===== src/rtl/lamp_pkg.sv =====
// Shared definitions for the lamp sequence monitor: lamp encodings,
// fault cause codes, monitor FSM states and lamp-order helpers.
package lamp_pkg;

  localparam logic [2:0] LAMP_RED    = 3'b100;
  localparam logic [2:0] LAMP_GREEN  = 3'b010;
  localparam logic [2:0] LAMP_YELLOW = 3'b001;

  localparam logic [1:0] FC_NONE    = 2'b00;
  localparam logic [1:0] FC_ILLEGAL = 2'b01;
  localparam logic [1:0] FC_SEQ     = 2'b10;
  localparam logic [1:0] FC_DWELL   = 2'b11;

  typedef enum logic [1:0] {
    SYNC  = 2'b00,
    TRACK = 2'b01,
    FAULT = 2'b10
  } state_t;

  // Next lamp in the fixed cyclic order R -> G -> Y -> R.
  function automatic logic [2:0] lamp_successor(input logic [2:0] lamp);
    logic [2:0] nxt;
    case (lamp)
      LAMP_RED:    nxt = LAMP_GREEN;
      LAMP_GREEN:  nxt = LAMP_YELLOW;
      LAMP_YELLOW: nxt = LAMP_RED;
      default:     nxt = 3'b000;
    endcase
    return nxt;
  endfunction

  // Only the three one-hot codes are legal lamp values.
  function automatic logic lamp_is_legal(input logic [2:0] lamp);
    return (lamp == LAMP_RED) || (lamp == LAMP_GREEN) || (lamp == LAMP_YELLOW);
  endfunction

endpackage


===== src/rtl/lamp_dwell_timer.sv =====
// Saturating dwell counter. Counts consecutive identical lamp samples;
// restart loads 1 (first sample of a new lamp), hold adds one more sample.
// timeout is high once the count has reached MAX_DWELL.
module lamp_dwell_timer #(
  parameter int MAX_DWELL = 8
) (
  input  logic i_clk,
  input  logic i_rst,
  input  logic i_restart,
  input  logic i_hold,
  output logic o_timeout
);

  localparam int DW = $clog2(MAX_DWELL + 1);
  localparam logic [DW-1:0] MaxVal = DW'(MAX_DWELL);

  logic [DW-1:0] r_dwell;

  // Load on a new lamp, otherwise count repeats and stick at the limit.
  always_ff @(posedge i_clk) begin
    if (i_rst) begin
      r_dwell <= '0;
    end else if (i_restart) begin
      r_dwell <= DW'(1);
    end else if (i_hold && (r_dwell != MaxVal)) begin
      r_dwell <= r_dwell + DW'(1);
    end
  end

  assign o_timeout = (r_dwell == MaxVal);

endmodule


===== src/rtl/lamp_sequence_monitor.sv =====
// Lamp sequence monitor: checks the RGY lamp bus for one-hot encoding and
// R->G->Y->R order, latches the first fault cause and counts Y->R cycles.
// Build option: define LAMP_MON_DWELL_EN to add the per-lamp dwell timeout.
module lamp_sequence_monitor #(
  parameter int CNT_W     = 8,
  parameter int MAX_DWELL = 8
) (
  input  logic             i_clk,
  input  logic             i_rst,
  input  logic [2:0]       i_light,
  input  logic             i_clr,
  output logic             o_locked,
  output logic             o_fault,
  output logic [1:0]       o_fault_code,
  output logic [CNT_W-1:0] o_cycle_count
);

  import lamp_pkg::*;

  if (MAX_DWELL < 1) begin : g_bad_dwell
    $error("lamp_sequence_monitor: MAX_DWELL must be at least 1");
  end

  state_t           r_state;
  state_t           w_next_state;
  logic [2:0]       r_prev;
  logic [2:0]       w_next_prev;
  logic [1:0]       r_code;
  logic [1:0]       w_next_code;
  logic [CNT_W-1:0] r_count;
  logic             w_count_inc;
  logic             w_legal;
  logic             w_same;
  logic             w_succ;
  logic             w_timeout;

  assign w_legal = lamp_is_legal(i_light);
  assign w_same  = (i_light == r_prev);
  assign w_succ  = (i_light == lamp_successor(r_prev));

`ifdef LAMP_MON_DWELL_EN
  logic w_restart;
  logic w_hold;
  logic w_timer_rst;

  assign w_restart   = !i_clr && w_legal &&
                       ((r_state == SYNC) || ((r_state == TRACK) && w_succ));
  assign w_hold      = !i_clr && w_legal && (r_state == TRACK) && w_same;
  assign w_timer_rst = i_rst || i_clr;

  lamp_dwell_timer #(
    .MAX_DWELL (MAX_DWELL)
  ) u_dwell (
    .i_clk     (i_clk),
    .i_rst     (w_timer_rst),
    .i_restart (w_restart),
    .i_hold    (w_hold),
    .o_timeout (w_timeout)
  );
`else
  assign w_timeout = 1'b0;
`endif

  // Monitor state register.
  always_ff @(posedge i_clk) begin
    if (i_rst) begin
      r_state <= SYNC;
    end else begin
      r_state <= w_next_state;
    end
  end

  // Next-state decision; clr beats anything detected on the same sample.
  always_comb begin
    w_next_state = r_state;
    w_next_prev  = r_prev;
    w_next_code  = r_code;
    w_count_inc  = 1'b0;
    if (i_clr) begin
      w_next_state = SYNC;
      w_next_code  = FC_NONE;
    end else begin
      case (r_state)
        SYNC: begin
          if (w_legal) begin
            w_next_state = TRACK;
            w_next_prev  = i_light;
          end
        end
        TRACK: begin
          if (!w_legal) begin
            w_next_state = FAULT;
            w_next_code  = FC_ILLEGAL;
          end else if (w_same) begin
            if (w_timeout) begin
              w_next_state = FAULT;
              w_next_code  = FC_DWELL;
            end
          end else if (w_succ) begin
            w_next_prev = i_light;
            w_count_inc = (r_prev == LAMP_YELLOW);
          end else begin
            w_next_state = FAULT;
            w_next_code  = FC_SEQ;
          end
        end
        FAULT: begin
          w_next_state = FAULT;
        end
        default: begin
          w_next_state = SYNC;
        end
      endcase
    end
  end

  // Last legal lamp, latched fault cause and completed-cycle counter.
  always_ff @(posedge i_clk) begin
    if (i_rst) begin
      r_prev  <= 3'b000;
      r_code  <= FC_NONE;
      r_count <= '0;
    end else begin
      r_prev <= w_next_prev;
      r_code <= w_next_code;
      if (w_count_inc) begin
        r_count <= r_count + CNT_W'(1);
      end
    end
  end

  // Status outputs decoded straight from registers.
  always_comb begin
    o_locked      = (r_state == TRACK);
    o_fault       = (r_state == FAULT);
    o_fault_code  = r_code;
    o_cycle_count = r_count;
  end

endmodule


===== config.mk =====
export PLATFORM = sky130hd
export DESIGN_NAME = lamp_sequence_monitor
export DESIGN_NICKNAME = d
export VERILOG_FILES = /design/src/rtl/lamp_pkg.sv /design/src/rtl/lamp_dwell_timer.sv /design/src/rtl/lamp_sequence_monitor.sv
export SDC_FILE = /design/constraint.sdc
export NUM_CORES = 1
export LEC_CHECK = 0
export CAP_MARGIN = 20
export CORE_MARGIN = 4
export CORE_UTILIZATION = 50
export DETAILED_ROUTE_END_ITERATION = 10
export PLACE_DENSITY = 0.77
export SLEW_MARGIN = 40
export SYNTH_ARGS = -nofsm -noshare
export SYNTH_HDL_FRONTEND = slang
export SYNTH_HIERARCHICAL = 1
export SYNTH_SLANG_ARGS = --single-unit
export TNS_END_PERCENT = 50

===== constraint.sdc =====
create_clock -name i_clk -period 3.1 [get_ports i_clk]
set_clock_uncertainty 0.2 [all_clocks]
set_input_delay 0.62 -clock i_clk [delete_from_list [all_inputs] [get_ports i_clk]]
set_output_delay 0.62 -clock i_clk [all_outputs]
set_load 0.02 [all_outputs]

==> results of run 1 <==
-- through the flow --
stage | setup slack [ns] | cells | total power, W | area [sq um] | utilization [%]
floorplan | 0.495 | 102 | 0.000253 | 948 | -
global placement | 0.0931 | 146 | 0.000274 | 1160 | 66.0
detailed placement | 0.0304 | 146 | 0.000277 | 1160 | 66.0
CTS | 0.341 | 150 | 0.000384 | 1190 | 67.5
global route | 0.216 | 150 | 0.000401 | 1190 | 67.5
finish | 0.345 | 150 | 0.000378 | 1190 | 67.5
-- worst paths after layout --
kind	endpoint	slack, ns	cells past startpoint
min	o_fault_code[1]	0.24	2
min reg2reg	o_fault_code[1]	0.24	2
max	r_prev[0]	0.35	7
max reg2reg	o_cycle_count[3]	0.66	8
-- kinds of logic after synthesis --
| kind of cell | count (synthesis) |
|---|---|
| xor+xnor | 9 |
| buf+inv | 9 |
| mux | 6 |
| flops | 15 |
| compound gates | 14 |
| simple gates | 43 |
| fa+ha+maj | 6 |
-- per-layer routing --
metal,vias up,share of wire [%],track usage [%]
li1,400,-,-
met4,0,1.0,4.80
met1,343,44,17.3
met3,2,6.1,4.58
met2,20,49,26.3
met5,-,0,0
-- final cells by class --
cell class	count	share of cell area, %
Sequential cell	15	25.2
Inverter	5	1.58
Clock buffer	3	1.89
Clock inverter	1	0.420
Multi-Input combinational cell	78	50.2
Tap cell	25	2.63
Timing Repair Buffer	23	18.1
-- layout by cell type (no fill, tap or decap), drive strengths merged, types with 5 or more instances in the layout --
cell type / netlist / layout
clkdlybuf4s50: 0 / 17
dfxtp: 15 / 15
nor2: 14 / 14
xnor2: 8 / 8
nand2: 7 / 7
buf: 3 / 6
inv: 5 / 5
nand3: 5 / 5
ha: 5 / 5
o21ai: 5 / 5
-- registers in the layout, indices dropped and copies added (netlist names) --
register       flops
o_cycle_count      8
r_prev             3
o_fault_code       2
r_state            2
-- critical path, stage by stage --
cell and delay [ns]:
clkdlybuf4s50_1 0.52, or4bb_1 0.50, nor3_2 0.19, a211oi_4 0.10, a2111oi_4 0.48, mux2i_1 0.24, nor2_1 0.06
-- power groups by stage --
| stage | sequential (W) | clock [W] | combinational (W) |
|---|---|---|---|
| floorplan | 0.000206 | 0 | 0.0000465 |
| global placement | 0.000207 | 0 | 0.0000676 |
| detailed placement | 0.000207 | 0 | 0.0000698 |
| CTS | 0.000202 | 0.000112 | 0.0000700 |
| global route | 0.000203 | 0.000121 | 0.0000768 |
| finish | 0.000202 | 0.000106 | 0.0000696 |
==> metrics.txt, run 1 <==
Initial Util=53.8%; clock buffer depth=2; fmax=about 360 MHz; CTS buffer count=3; drt drc=0; hold_buf cts=0; maxcap violations=0; Post-Synth XOR/XNOR Area=under 10%; P_int=0.000278 W; initial antenna violation count=0; Peak VDD IR=about 0.29 mV; Post-Syn Area=approximately 950 sq um; via count=765; Clock Power Share=~28%; RSZ-0062 raised after global routing=false; critical path endpoint category=register; count leader, synth=dfxtp_1; normalized max-slew margin=68.7%; Period Utilization, post-route=between 80% and 90%; sequential area share after synthesis=31.7%; chip width=between 50 and 60 um; Switching Fraction=approximately a quarter; DP HPWL=1490 um; Reg clk slew, reported paths=around 0.090 ns; worst reg2reg startpoint=r_state[1]; port buffer count=17; Setup Crit Path Kind=input pin to register; Synth Area per Inst=9.30 sq um; Starting DRT DRC Count=10; Crit path arrival time=~2.7 ns; fill cell count=roughly 150; final hold vios=0; root buf cell=clkbuf_4; core area=1760 sq um; Hold Startpoint=o_fault_code[1]; crit path launch=i_light[0]; Core Rows=15; synthesis-to-finish area growth=25.6%; Sink Count=15; EDFF count, synth=0; All-Layer GR Usage=about 15%; adder-cell share of the synthesized area=roughly 7.7%; drt total wl=roughly 1800 um; Max Slew Vio Count=0; setup_tns=0 ns; chip height=between 50 and 60 um; vias in the first global route=between 700 and 800; final estimated routing congestion in global placement=about 0.8; die area=about 2700 sq um; clk_lat worst skew=0.28 ns; power per cell area=between 300 and 400 nW/um^2; final setup violation count=0; Ports=18; Crit path required time=just over 3 ns; share of cells above drive strength 1=16.8%; sequential share of power=53.5%; via-per-instance ratio=5.10; FF+latch count, synth=15; first-pass GRT wire length=3020 um; synth top area cells=dfxtp_1 (32%), xnor2_1 (7.4%), ha_1 (6.6%); DR WL/cell=approximately 12 um; Resized Gates After CTS=0; area leader, netlist=dfxtp_1; Multi-input gate area=598 sq um; post-synth top area share=31.7%; CTS tree=yes; Worst Hold Class=register to register; Compound-Gate Fraction of Synth Area=a little over an eighth; Post-Syn Nets=approximately 110; Worst-Margin Slew=approximately 0.47 ns; area occupied by registers=approximately 300 sq um; Synth top cells by count=dfxtp_1 (15), nor2_1 (13), xnor2_1 (8), nand2_1 (7); hold_ws=about 0.24 ns; crit path time final=around 2.8 ns; Warnings, synthesis=6; leakage power=approximately 0.41 nW; Mapped Cells=a little over 100; Main synth FF type=dfxtp_1; Final nets=about 140; Net Sw Power=~0.000099 W; CP startpoint kind=input pin; n_diodes=0; number of distinct library cells after synthesis=36; largest net degree at the start of global routing=15; drt first pass iters=4; fraction of synthesized area in multiplexers=under 10%; Post-DRT Antenna Nets=0; Async S/R FF share, synth=0%; status=complete, no violations; Post-Synth Simple-Gate Area=27.0%; Setup Fix Bufs, Post-CTS=0; crit-path max FO=6; main combinational cell family by area after synthesis=simple AND/OR/NAND/NOR gates; total congestion overflow=0; Logic pwr share=between 10% and 20%; H-tree Lvls=1
Power figures use the tool's default switching activity.
==> run 2: changes to the inputs <==
--- a/config.mk
+++ b/config.mk
@@ -5,7 +5,7 @@
 export SDC_FILE = /design/constraint.sdc
 export NUM_CORES = 1
 export LEC_CHECK = 0
-export CAP_MARGIN = 20
+export CAP_MARGIN = 0
 export CORE_MARGIN = 4
 export CORE_UTILIZATION = 50
 export DETAILED_ROUTE_END_ITERATION = 10
==> results of run 2 <==
The final DEF is identical to that of run 1; final timing and power are the same.
==> run 3: changes to the inputs <==
--- a/config.mk
+++ b/config.mk
@@ -5,14 +5,14 @@
 export SDC_FILE = /design/constraint.sdc
 export NUM_CORES = 1
 export LEC_CHECK = 0
+export ABC_AREA = 1
 export CAP_MARGIN = 0
 export CORE_MARGIN = 4
-export CORE_UTILIZATION = 50
+export CORE_UTILIZATION = 51
 export DETAILED_ROUTE_END_ITERATION = 10
-export PLACE_DENSITY = 0.77
+export PLACE_DENSITY = 0.78
 export SLEW_MARGIN = 40
 export SYNTH_ARGS = -nofsm -noshare
 export SYNTH_HDL_FRONTEND = slang
-export SYNTH_HIERARCHICAL = 1
 export SYNTH_SLANG_ARGS = --single-unit
 export TNS_END_PERCENT = 50
==> run 3 against run 2 <==
Combinational power is 65% higher; cell count is 27% higher; first-iteration DRC count is 60% higher; critical path type is now register to output port; cell area is 3.2% higher; clock power is 12% higher; critical endpoint is now o_locked.
==> metrics.txt, run 3 <==
GR Layer Usage met2=29.1% (was 26.3%); drt total wl=2140 um (was 1770 um); leakage power=0.549 nW (was 0.407 nW); Worst-Margin Slew=0.327 ns (was 0.468 ns); Max Slew Vio Count=0 (unchanged); CTS buffer count=3 (unchanged); first-pass GRT wire length=3710 um (was 3020 um); maxcap violations=0 (unchanged); Core Rows=15 (unchanged); Starting DRT DRC Count=16 (was 10); post-synth top area share=29.9% (was 31.7%); most frequent cells in the layout=nand2_1 (29), nand3_1 (21), inv_1 (18), clkdlybuf4s50_1 (17), dfxtp_1 (15) (was clkdlybuf4s50_1 (17), dfxtp_1 (15), nor2_1 (13), xnor2_1 (8), nand2_1 (7)); Setup Crit Path Kind=register to output port (was input pin to register); CP max stage delay=0.66 ns (was 0.52 ns); n_diodes=0 (unchanged); root buf cell=clkbuf_4 (unchanged); Worst Hold Class=register to register (unchanged); Tot Pwr=0.000444 W (was 0.000378 W); Compound-Gate Fraction of Synth Area=7.23% (was 13.3%); worst reg2reg startpoint=r_state[1] (unchanged); Cell Chain, Critical Path=inv_1 -> ha_1 -> clkdlybuf4s50_1 (was clkdlybuf4s50_1 -> or4bb_1 -> nor3_2 -> a211oi_4 -> a2111oi_4 -> mux2i_1 -> nor2_1); DP HPWL=1640 um (was 1490 um); Reg clk slew, reported paths=0.10 ns (was 0.09 ns); initial antenna violation count=0 (unchanged); crit path time final=2.52 ns (was 2.75 ns); count leader, synth=nand2_1 (was dfxtp_1); synthesis-to-finish area growth=22.4% (was 25.6%); area leader, netlist=dfxtp_1 (unchanged); CP startpoint kind=register (was input pin); FF+latch count, synth=15 (unchanged); commonest non-fill, non-tap cell in the layout=nand2_1 (was clkdlybuf4s50_1); critical path endpoint category=output port (was register); clock buffer depth=2 (unchanged); Setup Fix Bufs, Post-CTS=0 (unchanged); post-place setup slack=0.674 ns (was 0.0304 ns); H-tree Lvls=1 (unchanged); fraction of synthesized area in multiplexers=0% (was 6.73%); via-per-instance ratio=5.07 (was 5.10); hold_buf cts=0 (unchanged); setup_tns=0 ns (unchanged); port buffer count=17 (unchanged); Reg2Reg Setup Slack=1.17 ns (was 0.66 ns); normalized max-slew margin=78.1% (was 68.7%); total congestion overflow=0 (unchanged); Mapped Cells=145 (was 102); die area=2740 sq um (was 2660 sq um); met3 global-route usage=3.42% (was 4.58%); GR Layer Usage met1=23.5% (was 17.3%); Period Utilization, post-route=81.2% (was 88.9%); area occupied by registers=300 sq um (unchanged); synth top area cells=dfxtp_1 (30%), nand2_1 (11%), nand3_1 (10%) (was dfxtp_1 (32%), xnor2_1 (7.4%), ha_1 (6.6%)); max FFs per register=8 (unchanged); clk_lat worst skew=0.29 ns (was 0.28 ns); Async S/R FF share, synth=0% (unchanged); number of distinct library cells after synthesis=22 (was 36); worst-case hold path end point=o_fault_code[1] (unchanged); EDFF count, synth=0 (unchanged); fmax=397 MHz (was 363 MHz); Hold Path Cell Cnt=2 (unchanged); final estimated routing congestion in global placement=0.816 (was 0.788); FF-to-FF path depth=9 (was 8); final hold vios=0 (unchanged); Crit path arrival time=1.70 ns (was 2.71 ns); Crit path required time=2.28 ns (was 3.06 ns); Final nets=177 (was 137); vias in the first global route=890 (was 722); chip height=52.4 um (was 51.6 um); drt drc=0 (unchanged); WP buf/inv=2 (was 1); Multi-input gate area=612 sq um (was 598 sq um); status=complete, no violations (unchanged); Initial Util=55.7% (was 53.8%); core area=1800 sq um (was 1760 sq um); Sink Count=15 (unchanged); Post-Synth XOR/XNOR Area=9.48% (was 8.31%); sequential area share after synthesis=29.9% (was 31.7%); main combinational cell family by area after synthesis=simple AND/OR/NAND/NOR gates (unchanged); power per cell area=361 nW/um^2 (was 317 nW/um^2); Worst path slowest cell=clkdlybuf4s50_1 (unchanged); chip width=52.4 um (was 51.6 um); Synth Area per Inst=6.92 sq um (was 9.30 sq um); DR WL/cell=11.3 um (was 11.8 um); final setup violation count=0 (unchanged); Post-Syn Nets=156 (was 113); largest net degree at the start of global routing=10 (was 15); Levels on crit path=3 (was 7); adder-cell share of the synthesized area=6.23% (was 7.65%); Hold Startpoint=o_fault_code[1] (unchanged); Post-DRT Antenna Nets=0 (unchanged); share of cells above drive strength 1=12.1% (was 16.8%); via count=963 (was 765); Resized Gates After CTS=0 (unchanged); crit-path max FO=6 (unchanged); drt first pass iters=4 (unchanged); CTS tree=yes (unchanged); Peak VDD IR=0.326 mV (was 0.287 mV); Post-Synth Simple-Gate Area=38.0% (was 27.0%); Post-Syn Area=1000 sq um (was 948 sq um); Synth top cells by count=nand2_1 (29), nand3_1 (21), inv_1 (18), dfxtp_1 (15), nor2_1 (13) (was dfxtp_1 (15), nor2_1 (13), xnor2_1 (8), nand2_1 (7)); Ports=18 (unchanged); Main synth FF type=dfxtp_1 (unchanged); setup ws final=0.583 ns (was 0.345 ns); All-Layer GR Usage=18.0% (was 15.0%); RSZ-0062 raised after global routing=false (unchanged); Top Usage Layer GRT=met2 (unchanged); cell family with most CP delay=buffers and inverters (was simple AND/OR/NAND/NOR gates); RR Endpoint=o_cycle_count[1] (was o_cycle_count[3]); Warnings, synthesis=0 (was 6); fill cell count=160 (was 151)
==> run 3: cell count changes in the layout (fill, tap and decap cells not counted), moves of 4 or more <==
cell / before / now
nand3_1: 5 / 21
a21oi_1: 2 / 11
nand2_1: 7 / 29
inv_1: 5 / 18
buf_4: 6 / 0
o21ai_0: 4 / 0
==> run 3: cells by family (layout without fill, tap and decap cells) <==
kind of cell | Yosys count | after routing
simple gates | 78 | 78
buf+inv | 23 | 43
flops | 15 | 15
compound gates | 14 | 14
xor+xnor | 10 | 10
fa+ha+maj | 5 | 5
==> run 3: worst min-delay path: stages (launching register included) <==
cell	delay, ns
dfxtp_1	0.32
inv_1	0.05
a21oi_1	0.05
==> run 3: final cells by class <==
type	count	share of cell area (%)
well taps	25	2.55
clock inverters	1	0.407
multi-input cells	107	49.8
clock buffers	3	1.83
repair buffers	17	13.8
inverters	22	7.13
flip-flops and latches	15	24.4
==> run 3: through the flow <==
stage | util [%] | area, sq um | hold WS [ns] | std cells
detailed placement | 66.7 | 1200 | 0.241 | 186
finish | 68.2 | 1230 | 0.252 | 190
global placement | 66.7 | 1200 | 0.237 | 186
floorplan | - | 1000 | 0.322 | 145
global route | 68.2 | 1230 | 0.291 | 190
CTS | 68.2 | 1230 | 0.256 | 190
==> run 3: worst max path at each step <==
stage,from,end
final,r_state[1],o_locked
after global routing,r_state[1],o_locked
after CTS,r_state[1],o_locked
after detailed placement,i_light[1],o_cycle_count[0]
after global placement,i_light[1],o_cycle_count[1]
after floorplan,r_state[1],o_cycle_count[0]
==> run 3: metal layers <==
metal | vias to the layer above | wire [um]
met5 | - | 0
met4 | 0 | 23
met3 | 4 | 120
met2 | 26 | 1000
met1 | 431 | 997
li1 | 502 | -
==> run 3: where the power goes <==
| part | total [W] | internal [W] | switching, W |
|---|---|---|---|
| Clock | 0.000119 | 0.0000480 | 0.0000706 |
| Sequential | 0.000211 | 0.000200 | 0.0000106 |
| Combinational | 0.000115 | 0.0000444 | 0.0000704 |
| Total | 0.000444 | 0.000293 | 0.000152 |
